$ cat src/rtl/iic_cfg_pkg.sv
// Shared types for the I2C configuration sequencer.
//   cfg_state_e      : sequencer state encoding
//   DEFAULT_DEV_ADDR : default 7-bit device address
//   cfg_entry_t      : one table entry {word_addr, data}
package iic_cfg_pkg;

  typedef enum logic [2:0] {
    ST_IDLE,
    ST_LOAD,
    ST_SEND,
    ST_GAP,
    ST_DONE,
    ST_ERR
  } cfg_state_e;

  localparam logic [6:0] DEFAULT_DEV_ADDR = 7'h21;

  typedef struct packed {
    logic [7:0] word_addr;
    logic [7:0] data;
  } cfg_entry_t;

endpackage

$ cat src/rtl/iic_config_rom.sv
// Register table for the configuration sequencer. Purely combinational.
//   idx_i   : table index
//   entry_o : {word_addr, data} for idx_i; zero for unused indices
module iic_config_rom
  import iic_cfg_pkg::*;
(
  input  logic [7:0] idx_i,
  output cfg_entry_t entry_o
);

  always_comb begin
    entry_o = '0;
    unique case (idx_i)
      8'd0:    entry_o = '{word_addr: 8'h00, data: 8'h80};
      8'd1:    entry_o = '{word_addr: 8'h01, data: 8'h3C};
      8'd2:    entry_o = '{word_addr: 8'h02, data: 8'hA5};
      8'd3:    entry_o = '{word_addr: 8'h03, data: 8'h0F};
      8'd4:    entry_o = '{word_addr: 8'h10, data: 8'h44};
      8'd5:    entry_o = '{word_addr: 8'h11, data: 8'h12};
      8'd6:    entry_o = '{word_addr: 8'h12, data: 8'hFE};
      8'd7:    entry_o = '{word_addr: 8'h20, data: 8'h01};
      8'd8:    entry_o = '{word_addr: 8'h21, data: 8'h77};
      8'd9:    entry_o = '{word_addr: 8'h22, data: 8'h9B};
      8'd10:   entry_o = '{word_addr: 8'h30, data: 8'h5A};
      8'd11:   entry_o = '{word_addr: 8'h31, data: 8'hC3};
      8'd12:   entry_o = '{word_addr: 8'h40, data: 8'h08};
      8'd13:   entry_o = '{word_addr: 8'h41, data: 8'h60};
      8'd14:   entry_o = '{word_addr: 8'h50, data: 8'hE1};
      8'd15:   entry_o = '{word_addr: 8'h51, data: 8'h2D};
      default: entry_o = '0;
    endcase
  end

endmodule

$ cat src/rtl/iic_config_sequencer.sv
// Drives the I2C byte-write transmitter through the register table.
// Each entry is presented with a level send enable until the transmitter's
// done pulse, followed by an enforced idle gap. A write that times out is
// retried up to MAX_RETRY times before the sequence stops with an error.
//   i_clk, i_rst       : clock, synchronous active-high reset
//   i_start            : start pulse (ignored while busy)
//   i_done_flag        : one-cycle done pulse from the transmitter
//   o_iic_send_en      : level enable to the transmitter
//   o_dev_addr         : constant device address
//   o_word_addr        : word address of current entry
//   o_write_data       : data byte of current entry
//   o_busy             : sequence in progress
//   o_cfg_done         : sticky, all entries written
//   o_cfg_err          : sticky, an entry exhausted its retries
//   o_err_index        : failing entry index, valid with o_cfg_err
module iic_config_sequencer
  import iic_cfg_pkg::*;
#(
  parameter int unsigned N_REGS     = 16,
  parameter logic [6:0]  DEV_ADDR   = DEFAULT_DEV_ADDR,
  parameter int unsigned GAP_CYCLES = 8,
  parameter int unsigned TIMEOUT    = 4096,
  parameter int unsigned MAX_RETRY  = 3
) (
  input  logic       i_clk,
  input  logic       i_rst,
  input  logic       i_start,
  input  logic       i_done_flag,
  output logic       o_iic_send_en,
  output logic [6:0] o_dev_addr,
  output logic [7:0] o_word_addr,
  output logic [7:0] o_write_data,
  output logic       o_busy,
  output logic       o_cfg_done,
  output logic       o_cfg_err,
  output logic [7:0] o_err_index
);

  localparam int unsigned TW = $clog2(TIMEOUT);
  localparam int unsigned GW = $clog2(GAP_CYCLES);
  localparam logic [TW-1:0] TMR_LAST  = TW'(TIMEOUT - 1);
  localparam logic [GW-1:0] GAP_LAST  = GW'(GAP_CYCLES - 1);
  localparam logic [7:0]    IDX_LAST  = 8'(N_REGS - 1);
  localparam logic [3:0]    RETRY_MAX = 4'(MAX_RETRY);

  cfg_state_e    state_q;
  logic [7:0]    idx_q;
  logic [3:0]    retry_q;
  logic          retry_flag_q;
  logic [TW-1:0] timer_q;
  logic [GW-1:0] gap_q;
  logic          send_en_q;
  logic [7:0]    word_q;
  logic [7:0]    data_q;
  logic          busy_q;
  logic          done_q;
  logic          err_q;
  logic [7:0]    err_idx_q;
  cfg_entry_t    rom_entry;

  iic_config_rom u_rom (
    .idx_i   (idx_q),
    .entry_o (rom_entry)
  );

  // Registered outputs change on the edge that enters the new state, so
  // send_en is high exactly while in SEND and busy/flags update on entry to
  // DONE/ERR.
  always_ff @(posedge i_clk) begin
    if (i_rst) begin
      state_q      <= ST_IDLE;
      idx_q        <= '0;
      retry_q      <= '0;
      retry_flag_q <= 1'b0;
      timer_q      <= '0;
      gap_q        <= '0;
      send_en_q    <= 1'b0;
      word_q       <= '0;
      data_q       <= '0;
      busy_q       <= 1'b0;
      done_q       <= 1'b0;
      err_q        <= 1'b0;
      err_idx_q    <= '0;
    end else begin
      unique case (state_q)
        ST_IDLE: begin
          if (i_start) begin
            state_q <= ST_LOAD;
            idx_q   <= '0;
            retry_q <= '0;
            busy_q  <= 1'b1;
            done_q  <= 1'b0;
            err_q   <= 1'b0;
          end
        end
        ST_LOAD: begin
          word_q       <= rom_entry.word_addr;
          data_q       <= rom_entry.data;
          timer_q      <= '0;
          retry_flag_q <= 1'b0;
          send_en_q    <= 1'b1;
          state_q      <= ST_SEND;
        end
        ST_SEND: begin
          timer_q <= timer_q + 1'b1;
          // Done wins over a simultaneous timeout.
          if (i_done_flag) begin
            send_en_q <= 1'b0;
            gap_q     <= '0;
            state_q   <= ST_GAP;
          end else if (timer_q >= TMR_LAST) begin
            send_en_q    <= 1'b0;
            gap_q        <= '0;
            retry_flag_q <= 1'b1;
            state_q      <= ST_GAP;
          end
        end
        ST_GAP: begin
          if (gap_q >= GAP_LAST) begin
            if (retry_flag_q) begin
              if (retry_q < RETRY_MAX) begin
                retry_q <= retry_q + 4'd1;
                state_q <= ST_LOAD;
              end else begin
                err_idx_q <= idx_q;
                err_q     <= 1'b1;
                busy_q    <= 1'b0;
                state_q   <= ST_ERR;
              end
            end else if (idx_q >= IDX_LAST) begin
              done_q  <= 1'b1;
              busy_q  <= 1'b0;
              state_q <= ST_DONE;
            end else begin
              idx_q   <= idx_q + 8'd1;
              retry_q <= '0;
              state_q <= ST_LOAD;
            end
          end else begin
            gap_q <= gap_q + 1'b1;
          end
        end
        ST_DONE, ST_ERR: state_q <= ST_IDLE;
        default:         state_q <= ST_IDLE;
      endcase
    end
  end

  assign o_iic_send_en = send_en_q;
  assign o_dev_addr    = DEV_ADDR;
  assign o_word_addr   = word_q;
  assign o_write_data  = data_q;
  assign o_busy        = busy_q;
  assign o_cfg_done    = done_q;
  assign o_cfg_err     = err_q;
  assign o_err_index   = err_idx_q;

endmodule

$ cat config.mk
export PLATFORM = sky130hd
export DESIGN_NAME = iic_config_sequencer
export DESIGN_NICKNAME = d
export VERILOG_FILES = /design/src/rtl/iic_cfg_pkg.sv /design/src/rtl/iic_config_rom.sv /design/src/rtl/iic_config_sequencer.sv
export SDC_FILE = /design/constraint.sdc
export NUM_CORES = 1
export LEC_CHECK = 0
export CAP_MARGIN = 20
export CORE_MARGIN = 3
export CORE_UTILIZATION = 51
export CTS_BUF_LIST = sky130_fd_sc_hd__clkbuf_8
export CTS_CLUSTER_DIAMETER = 40
export DETAILED_ROUTE_END_ITERATION = 10
export GPL_TIMING_DRIVEN = 0
export HOLD_SLACK_MARGIN = 0.15
export PLACE_DENSITY = 0.77
export SLEW_MARGIN = 5
export SYNTH_ARGS = -nofsm -noshare
export SYNTH_HDL_FRONTEND = slang
export SYNTH_HIERARCHICAL = 1
export SYNTH_SLANG_ARGS = --single-unit
$ cat constraint.sdc
create_clock -name i_clk -period 1.8 [get_ports i_clk]
set_clock_uncertainty 0.05 [all_clocks]
set_input_delay 0.36 -clock i_clk [delete_from_list [all_inputs] [get_ports i_clk]]
set_output_delay 0.36 -clock i_clk [all_outputs]
set_load 0.01 [all_outputs]
### Word-level counts from Yosys, hierarchy flattened

Memory sizes are Yosys's and may differ from the RTL's. A register that Yosys moved wholly into a read port is not among the register bits.
Cells that the tools add are included.

* $add $sub $neg: 4
* magnitude comparators: 4
* eq/ne operators: 18
* muxes and demuxes: 48
* bitwise operators: 1
* reduce and logical (&&, ||, !) cells: 15

Operator list (count)
* two-way mux 8 bit: 4
* two-way mux 3 bit: 10
* two-way mux 4 bit: 7
* AND reduction 5 bit: 5
* one-hot mux 12 bit (2 select lines): 1
* != test 2 bit (second input constant): 10
* two-way mux 1 bit: 16
* two-way mux 16 bit: 1
* one-hot mux 8 bit (2 select lines): 1
* != test 3 bit (second input constant): 5
* adder 12 x 1 -> 12 bit (second input constant): 1
* >= comparator 12 bit (second input constant): 1
* one-hot mux 3 bit (4 select lines): 1
* one-hot mux 1 bit (2 select lines): 5
* AND reduction 3 bit: 3
* adder 8 x 1 -> 8 bit (second input constant): 1
* >= comparator 8 x 4 -> 1 bit (second input constant): 1
* one-hot mux 4 bit (2 select lines): 1
* equality test 3 x 2 -> 1 bit (second input constant): 2
* one-hot mux 3 bit (2 select lines): 1
* nonzero test 2 bit: 3
* adder 4 x 1 -> 4 bit (second input constant): 1
* zero test 4 bit: 1
* less-than comparator 4 x 2 -> 1 bit (second input constant): 1
* 7 further kinds: 7

* register bits after elaboration: 59
* memory bits (read-only): 208
* bits of input ports: 4
* output and inout port bits: 35
* word-level logic and storage cells: 104
* memories: 1

Memories
* (no name shown): depth 16, bits a word 13, rd ports 1, clocked after Yosys merged registers in 1, write ports 0, line iic_config_rom.sv:13 `unique case (idx_i)`

### Logic depth before layout (Yosys ltp)

* depth after elaboration: 7
* mapped depth: 8
* gate-level depth less buffers: 7

### By module

The synthesis kept the hierarchy.

By module, submodules not included
* iic_config_sequencer: times used 1, cells an instance 304, area each 2580.0 µm², sequential area each 1181.1 µm²
* iic_config_rom: times used 1, cells an instance 67, area each 490.5 µm², sequential area each 0.0 µm²

### Worst setup path before layout

No wires, ideal clock.

* kind: register to register
* start point: reg idx_q[0] (netlist name)
* end point: reg word_q[0], in the netlist o_word_addr[0]
* setup time: 0.070 ns
* data arrival time: 1.707 ns
* required time: 1.680 ns
* slack: -0.028 ns
* cell stages (with the launch flop): 8
* buffers on the path: 0
* period minus slack after synthesis: 1.828 ns
* cell sequence: dfxtp_1 > inv_1 > ha_1 > nand2b_1 > nor3b_1 > a311oi_1 > nand2_1 > a21oi_1

RTL lines
* to (signal assigned): line iic_config_sequencer.sv:97 `word_q <= rom_entry.word_addr;`
* to (decl): line iic_config_sequencer.sv:53 `logic [7:0] word_q;`

### Final worst setup path

* start point: reg gap_q[1]
* end point: reg idx_q[2]

* word-level cells in the longest chain between the ends: 3

RTL lines
* from (decl): line iic_config_sequencer.sv:51 `logic [GW-1:0] gap_q;`
* from (signal assigned): line iic_config_sequencer.sv:140 `gap_q <= gap_q + 1'b1;`
* >= comparator 3 bit: line iic_config_sequencer.sv:119 `if (gap_q >= GAP_LAST) begin`
* != test 2 bit (no source line)
* AND reduction 5 bit (no source line)
* to (signal assigned): line iic_config_sequencer.sv:135 `idx_q <= idx_q + 8'd1;`
* to (decl): line iic_config_sequencer.sv:47 `logic [7:0] idx_q;`

No other way between the ends.
A chain may end at the register's enable or synchronous reset.

==> reports/qor_table.md <==
| Step | Parameter | Value |
|---|---|---|
| min path | Hold-critical path depth | 2 |
| routing | Total detailed-routing wirelength | 7.70 mm |
| synthesis | Prevailing post-synth register cell | sky130_fd_sc_hd__dfxtp_1 |
| routing | Iteration-0 DRC Markers | 162 |
| worst setup path | Number of cells traversed by the worst register-to-register path | 7 |
| worst setup path | Endpoint of the most critical register-to-register path | idx_q[2]$_SDFFE_PP0P_ |
| min path | Hold WC Path Type | reg -> reg |
| synthesis | Mux share of post-synthesis cell area | 4.73% |
| clock tree | Bufs on Longest Clock Path | 2 |
| floorplanning | Row cnt | 27 |
| synthesis | Complex-gate fraction of the synthesized area | 17.4% |
| worst setup path | Endpoint type of the worst setup path | flop |
| routing | Post-route DRC violation count | 0 |
| routing | Routed length per placed instance | 15.1 µm |
| synthesis | Average size of a mapped cell | 8.28 µm² |
| sta | Tightest Pin Transition | 0.573 ns |
| synthesis | Post-synthesis async set-or-reset flop share | 0% |
| synthesis | Synth cell types | 54 |
| sta | Share of the clock period used by the worst path after layout | 101% |
| sta | Final critical-path setup slack | -0.0245 ns |
| worst setup path | CP startpoint | gap_q[1]$_SDFFE_PP0P_ |
| min path | Worst min-delay path startpoint | o_word_addr[1]$_SDFFE_PP0P_ |
| global routing | Via count of the first global-routing pass | 2659 |
| sta | Hold violation count in the final report | 0 |
| clock tree | Clock-pin slew on the worst setup and hold paths | 0.07 ns |
| global routing | First-pass GRT wire length | 11.8 mm |
| floorplanning | Vert. Die Dim | 83.6 µm |
| sta | Setup violation total in the final timing report | 5 |
| floorplanning | Core Area | 5680 µm² |
| worst setup path | Req. time, crit path | 1.99 ns |
| sta | Max-slew violation total from the final report | 0 |
| global routing | Global Route Usage Sum | 20.5% |
| floorplanning | Total die area | 6990 µm² |
| power and ir drop | Power, Total | 0.00321 W |
| sta | Unrepaired setup endpoints after global routing | true |
| global routing | Final global-route overflow total | 0 |
| worst setup path | Kind of critical path | reg -> reg |
| clock tree | Master cell of the clock root buffer | sky130_fd_sc_hd__clkbuf_8 |
| run status | Violations in the final reports | negative setup slack |
| routing | Total iterations of the first detailed-routing run | 4 |
| worst setup path | Worst flop-to-flop path startpoint | gap_q[1]$_SDFFE_PP0P_ |
| placed design | Area of placed instances | 3500 µm² |
| routing | Detail Route Antenna Nets | 0 |
| worst setup path | Maximum fanout along the worst path | 6 |
| floorplanning | Boundary Pins | 39 |
| synthesis | Number of enable flip-flop cells after synthesis | 0 |
| final layout | Final Net Count | 451 |
| floorplanning | Width of the chip | 83.6 µm |
| clock tree | H-tree depth | 3 |
| global routing | Largest net degree at the start of global routing | 14 |
| power and ir drop | Reported leakage power | 1.54 nW |
| routing | Count of vias placed by the detailed router | 2878 |
| synthesis | Adder-cell area share of the yosys netlist | 5.30% |
| synthesis | Yosys warns | 6 |
| placed design | Half-perimeter wire length after detailed placement | 4.84 mm |
| final layout | Area grow syn2layout | 33.8% |
| power and ir drop | Power density normalized to cell area | 780 nW/µm² |
| clock tree | Total clock buffers created by CTS | 9 |
| synthesis | Mapped Cells | 371 |
| floorplanning | Starting density of the core | 54.1% |
| synthesis | Fraction of the mapped netlist area in simple logic gates | 26.7% |
| global routing | Initial antenna violation count | 0 |
| synthesis | Dominant combinational cell family by area after synthesis | simple AND/OR/NAND/NOR gates |
| clock tree | Clock Latency Late Sink | 0.34 ns |
| final layout | Share of final-layout standard cells stronger than drive strength 1 | 25.1% |
| final layout | Final instance area | 4110 µm² |
| synthesis | Xor-xnor portion of the synthesized cell area | 0.285% |
| power and ir drop | Worst VDD drop | 0.000692 V |
| placed design | Total of buffers placed on input and output ports | 31 |
| clock tree | Total clock sinks | 59 |
| routing | Vias/cell | 5.63 |
| synthesis | Synthesis-stage register bit count | 59 |
| synthesis | Sequential area share after synthesis | 38.5% |
| sta | Max-Slew Margin vs Limit | 61.2% |
| sta | Maximum operating frequency | 0.548 GHz |
| synthesis | Mapped cell area | 3070 µm² |
| final layout | Inserted Diodes | 0 |
| worst setup path | Slack of the worst reg-to-reg path | -0.02 ns |
| clock tree | Clock tree from TritonCTS | done |
| run status | Run status | finished, violations left |
| job | Number of maximum-capacitance constraint violations | 0 |
| worst setup path | Critical Path Source Type | flop |
| worst setup path | Worst path arrival time | 2.01 ns |
| sta | Time the final worst path needs with I/O delays and setup | 1.82 ns |
| placed design | Final RePlAce weighted congestion | 0.842 |
| min path | End point of the worst hold path | o_word_addr[1]$_SDFFE_PP0P_ |
## synth_stat cells (8+ instances only)
| library cell | n | area [µm²] |
|---|---|---|
| sky130_fd_sc_hd__dfxtp_1 | 59 | 1180 |
| sky130_fd_sc_hd__nand2_1 | 51 | 191 |
| sky130_fd_sc_hd__a21oi_1 | 39 | 195 |
| sky130_fd_sc_hd__nor2_1 | 33 | 124 |
| sky130_fd_sc_hd__nand2b_1 | 14 | 87.6 |
| sky130_fd_sc_hd__clkbuf_1 | 13 | 48.8 |
| sky130_fd_sc_hd__ha_1 | 13 | 163 |
| sky130_fd_sc_hd__nor3_1 | 11 | 55.1 |
| sky130_fd_sc_hd__buf_4 | 10 | 75.1 |
| sky130_fd_sc_hd__mux2i_1 | 10 | 100 |
| sky130_fd_sc_hd__buf_2 | 9 | 45.0 |
| sky130_fd_sc_hd__nor2b_1 | 8 | 50.1 |
## state kept, by name (all words and copies together), names as in the netlist
name	cells
retry_q	4
idx_q	8
o_err_index	8
o_cfg_done	1
state_q	3
timer_q	12
o_write_data	8
o_busy	1
retry_flag_q	1
gap_q	3
o_word_addr	8
o_cfg_err	1
o_iic_send_en	1
## where the power goes
| group | total, W | switching, W | internal (W) | leakage, nW |
|---|---|---|---|---|
| clock | 0.00151 | 0.000555 | 0.000959 | 0.126 |
| combinational | 0.000354 | 0.000198 | 0.000155 | 0.931 |
| sequential | 0.00134 | 0.0000138 | 0.00132 | 0.482 |
## cell families after synthesis
| group | count (synthesis) |
|---|---|
| muxes | 14 |
| DFF | 59 |
| adders and majority gates | 13 |
| AOI/OAI and AO/OA | 81 |
| xor gates and xnor gates | 1 |
| other | 3 |
| and+or+nand+nor | 160 |
| buffers and inverters | 40 |
## worst max-delay path by stage
stage	end	cells past startpoint	slack, ns
global placement	o_busy$_SDFFE_PP0P_	4	-0.30
floorplan	idx_q[2]$_SDFFE_PP0P_	7	0.07
global route	retry_q[3]$_SDFFE_PP0P_	6	-0.12
detailed placement	o_busy$_SDFFE_PP0P_	4	-0.33
finish	idx_q[2]$_SDFFE_PP0P_	7	-0.02
CTS	idx_q[2]$_SDFFE_PP0P_	7	-0.003
## worst max-delay path: stages, from the launching register on
cell and delay, ns:
sky130_fd_sc_hd__dfxtp_2 0.36, sky130_fd_sc_hd__ha_4 0.14, sky130_fd_sc_hd__ha_4 0.14, sky130_fd_sc_hd__a31oi_4 0.04, sky130_fd_sc_hd__a31oi_2 0.23, sky130_fd_sc_hd__nor3b_4 0.37, sky130_fd_sc_hd__o21ai_1 0.12, sky130_fd_sc_hd__a32o_1 0.26
## placed cells by master (no fill, tap or decap), types with 8 or more instances in the layout
master and count:
sky130_fd_sc_hd__clkbuf_8 10, sky130_fd_sc_hd__buf_4 25, sky130_fd_sc_hd__nand2b_1 14, sky130_fd_sc_hd__nand2_1 50, sky130_fd_sc_hd__mux2i_1 10, sky130_fd_sc_hd__a21oi_1 36, sky130_fd_sc_hd__nor2_1 32, sky130_fd_sc_hd__ha_1 9
sky130_fd_sc_hd__clkbuf_2 9, sky130_fd_sc_hd__nor3_1 10, sky130_fd_sc_hd__dfxtp_2 8, sky130_fd_sc_hd__dfxtp_1 49, sky130_fd_sc_hd__clkdlybuf4s50_1 31, sky130_fd_sc_hd__conb_1 10
## area by class of cell
| type | count | area [µm²] |
|---|---|---|
| multi-input cells | 279 | 1890 |
| fillers | 423 | 1570 |
| flip-flops and latches | 59 | 1200 |
| repair buffers | 46 | 427 |
| plain buffers | 33 | 231 |
| clock buffers | 10 | 138 |
| clock inverters | 6 | 113 |
| well taps | 72 | 90.1 |
| inverters | 6 | 26.3 |
## layer usage
layer / vias up / track usage (%) / wire length (µm) / part of all wire [%]
met5: - / 0 / 0 / 0
met3: 14 / 5.53 / 371 / 4.8
met4: 0 / 7.89 / 119 / 1.5
met2: 82 / 35.0 / 3760 / 49
met1: 1375 / 24.4 / 3460 / 45
li1: 1407 / - / - / -
## through the flow
| stage | std cells | hold WS, ns | setup TNS, ns | util [%] | worst slack [ns] |
|---|---|---|---|---|---|
| floorplan | 378 | 0.412 | 0 | - | 0.0695 |
| global placement | 481 | 0.392 | -11.56 | 61.6 | -0.300 |
| detailed placement | 481 | 0.398 | -11.42 | 61.6 | -0.328 |
| CTS | 501 | 0.405 | -0.00305 | 67.5 | -0.00305 |
| global route | 511 | 0.426 | -0.473 | 72.4 | -0.124 |
| finish | 511 | 0.404 | -0.0971 | 72.4 | -0.0245 |
## what timing repair did
item                                    in CTS  in global routing
hold buffers                                 0                  0
buffers inserted                             3                 12
gates resized for setup                     18                 63
pin swaps                                    1                 15
cloned                                       1                  0
endpoints found under the setup margin      31                 48
Power figures use the tool's default switching activity.
==> variant: new RTL, config.mk and constraints unchanged <==
Change the parameter `GAP_CYCLES` from 8 to 4.
--- a/src/rtl/iic_config_sequencer.sv
+++ b/src/rtl/iic_config_sequencer.sv
@@ -18,7 +18,7 @@
 #(
   parameter int unsigned N_REGS     = 16,
   parameter logic [6:0]  DEV_ADDR   = DEFAULT_DEV_ADDR,
-  parameter int unsigned GAP_CYCLES = 8,
+  parameter int unsigned GAP_CYCLES = 4,
   parameter int unsigned TIMEOUT    = 4096,
   parameter int unsigned MAX_RETRY  = 3
 ) (
Formal check against the unedited RTL: not equivalent (Yosys sat finds a counterexample within 10 cycles, from zero or initial values and one cycle with i_rst high).
==> variant against the original RTL <==
  * Hold slack about the same
  * Fmax increased by 4.3%
  * Synthesized area decreased by 0.41%
  * Setup slack improved by 0.075 ns
  * Power decreased by 17%
  * Via count decreased by 3.5%
  * Design area decreased by 7.1%
  * Routed wire length decreased by 4.2%
  * Die area decreased by 0.37%
  * Critical path type unchanged
  * Sequential cell count decreased by 1
==> variant: results (changes against the original RTL) <==
status=finished, final reports clean; register area=0.001172 mm^2 (-2.2%); post-DP HPWL=4852 um (+0.32%); final net count=432 (-4.2%); Layout non-clock buf frac=14.36% (-1.7 points); Avg Cell Area, Syn=8.378 um^2 (+1.2%); synthesis-to-finish area growth=24.80%; FFs & Latches=58 (-1.7%); CP Data Arrival Time=1.94 ns (-0.07 ns); share of layout cells above drive strength 1=17.66% (-7.4 points); comb_multi_in=272 (-2.5%); met3 WL=354 um (-4.6%); R2R Setup Slk=0.05 ns (+0.07 ns); area of the multi-input gates=0.001821 mm^2 (-3.5%); Worst Path Max Fanout=4 (-2); Hold Startpoint=o_word_addr[5]$_SDFFE_PP0P_; Seq/Total Area, Yosys=37.97% (-0.50 points); I/O Buffers=30 (-3.2%); dpl ws=-0.5022 ns (-0.1746 ns); met2 routed WL=3611 um (-3.8%); Critical Path Max Stage Delay=0.45 ns (+0.08 ns); Placed Instance Area=0.003476 mm^2 (-0.64%); worst hold path endpoint=o_word_addr[5]$_SDFFE_PP0P_; period utilization=97.22% (-4.1 points); Cells after Synth=365 (-1.6%); Peak VDD IR=0.4061 mV (-41%); Global Route Usage Sum=20.97% (+0.46 points); worst slew pin tran=0.5670 ns (-0.006441 ns); initial detailed-routing violation count=183 (+13%); clock group share of total power=37.9% (-9.3 points); worst r2r dst=state_q[0]$_SDFFE_PP0P_; first-pass GRT wire length=11820 um (-0.24%); dpl cells=474 (-1.5%)
variant: cell count changes in the layout (fill, tap and decap cells not counted), sizes merged, moves of 3 or more:
cell | unedited run | this run
a21o | 1 | 5
and2 | 6 | 1
buf | 35 | 23
bufinv | 3 | 0
inv | 5 | 8
nand2 | 51 | 48
nand4 | 7 | 3
nor2 | 33 | 28
nor3b | 4 | 10
or2 | 3 | 0
or3 | 1 | 5
or3b | 1 | 4
variant: worst max-delay path by stage:
stage                                 start                     endpoint  cells after the start
finish                idx_q[0]$_SDFFE_PP0P_      state_q[0]$_SDFFE_PP0P_                      6
floorplan             gap_q[0]$_SDFFE_PP0P_  o_err_index[1]$_SDFFE_PP0P_                      7
CTS                 state_q[2]$_SDFFE_PP0P_      timer_q[7]$_SDFFE_PP0N_                      6
global route          idx_q[0]$_SDFFE_PP0P_      state_q[0]$_SDFFE_PP0P_                      6
detailed placement                  i_start        idx_q[0]$_SDFFE_PP0P_                      5
global placement                    i_start        idx_q[0]$_SDFFE_PP0P_                      5
variant: layer usage:
layer  track usage, %  vias to the layer above
met5                0                        -
met4            10.82                        0
met3            3.869                       15
met2            34.33                       71
met1            26.24                     1315
li1                 -                     1376
variant: stage by stage:
stage          hold WS, ns  util, %
3_3_place_gp        0.3915    61.61
2_1_floorplan       0.3932        -
6_report            0.4033    67.64
4_1_cts             0.4069    65.51
5_1_grt             0.4260    67.64
3_5_place_dp        0.3986    61.61
variant: worst max-delay path, delay by kind of cell, from the launching register on:
family	cells	cell delay, ns
simple gates	1	0.19
compound gates	3	0.70
fa+ha+maj	1	0.21
flops	1	0.35
buf+inv	1	0.14
variant: cells by family after synthesis:
family	synth area share (%)
xor+xnor	0.2865
buf+inv	6.956
simple gates	27.33
mux	5.074
fa+ha+maj	4.910
compound gates	17.10
other cells	0.3682
flops	37.97
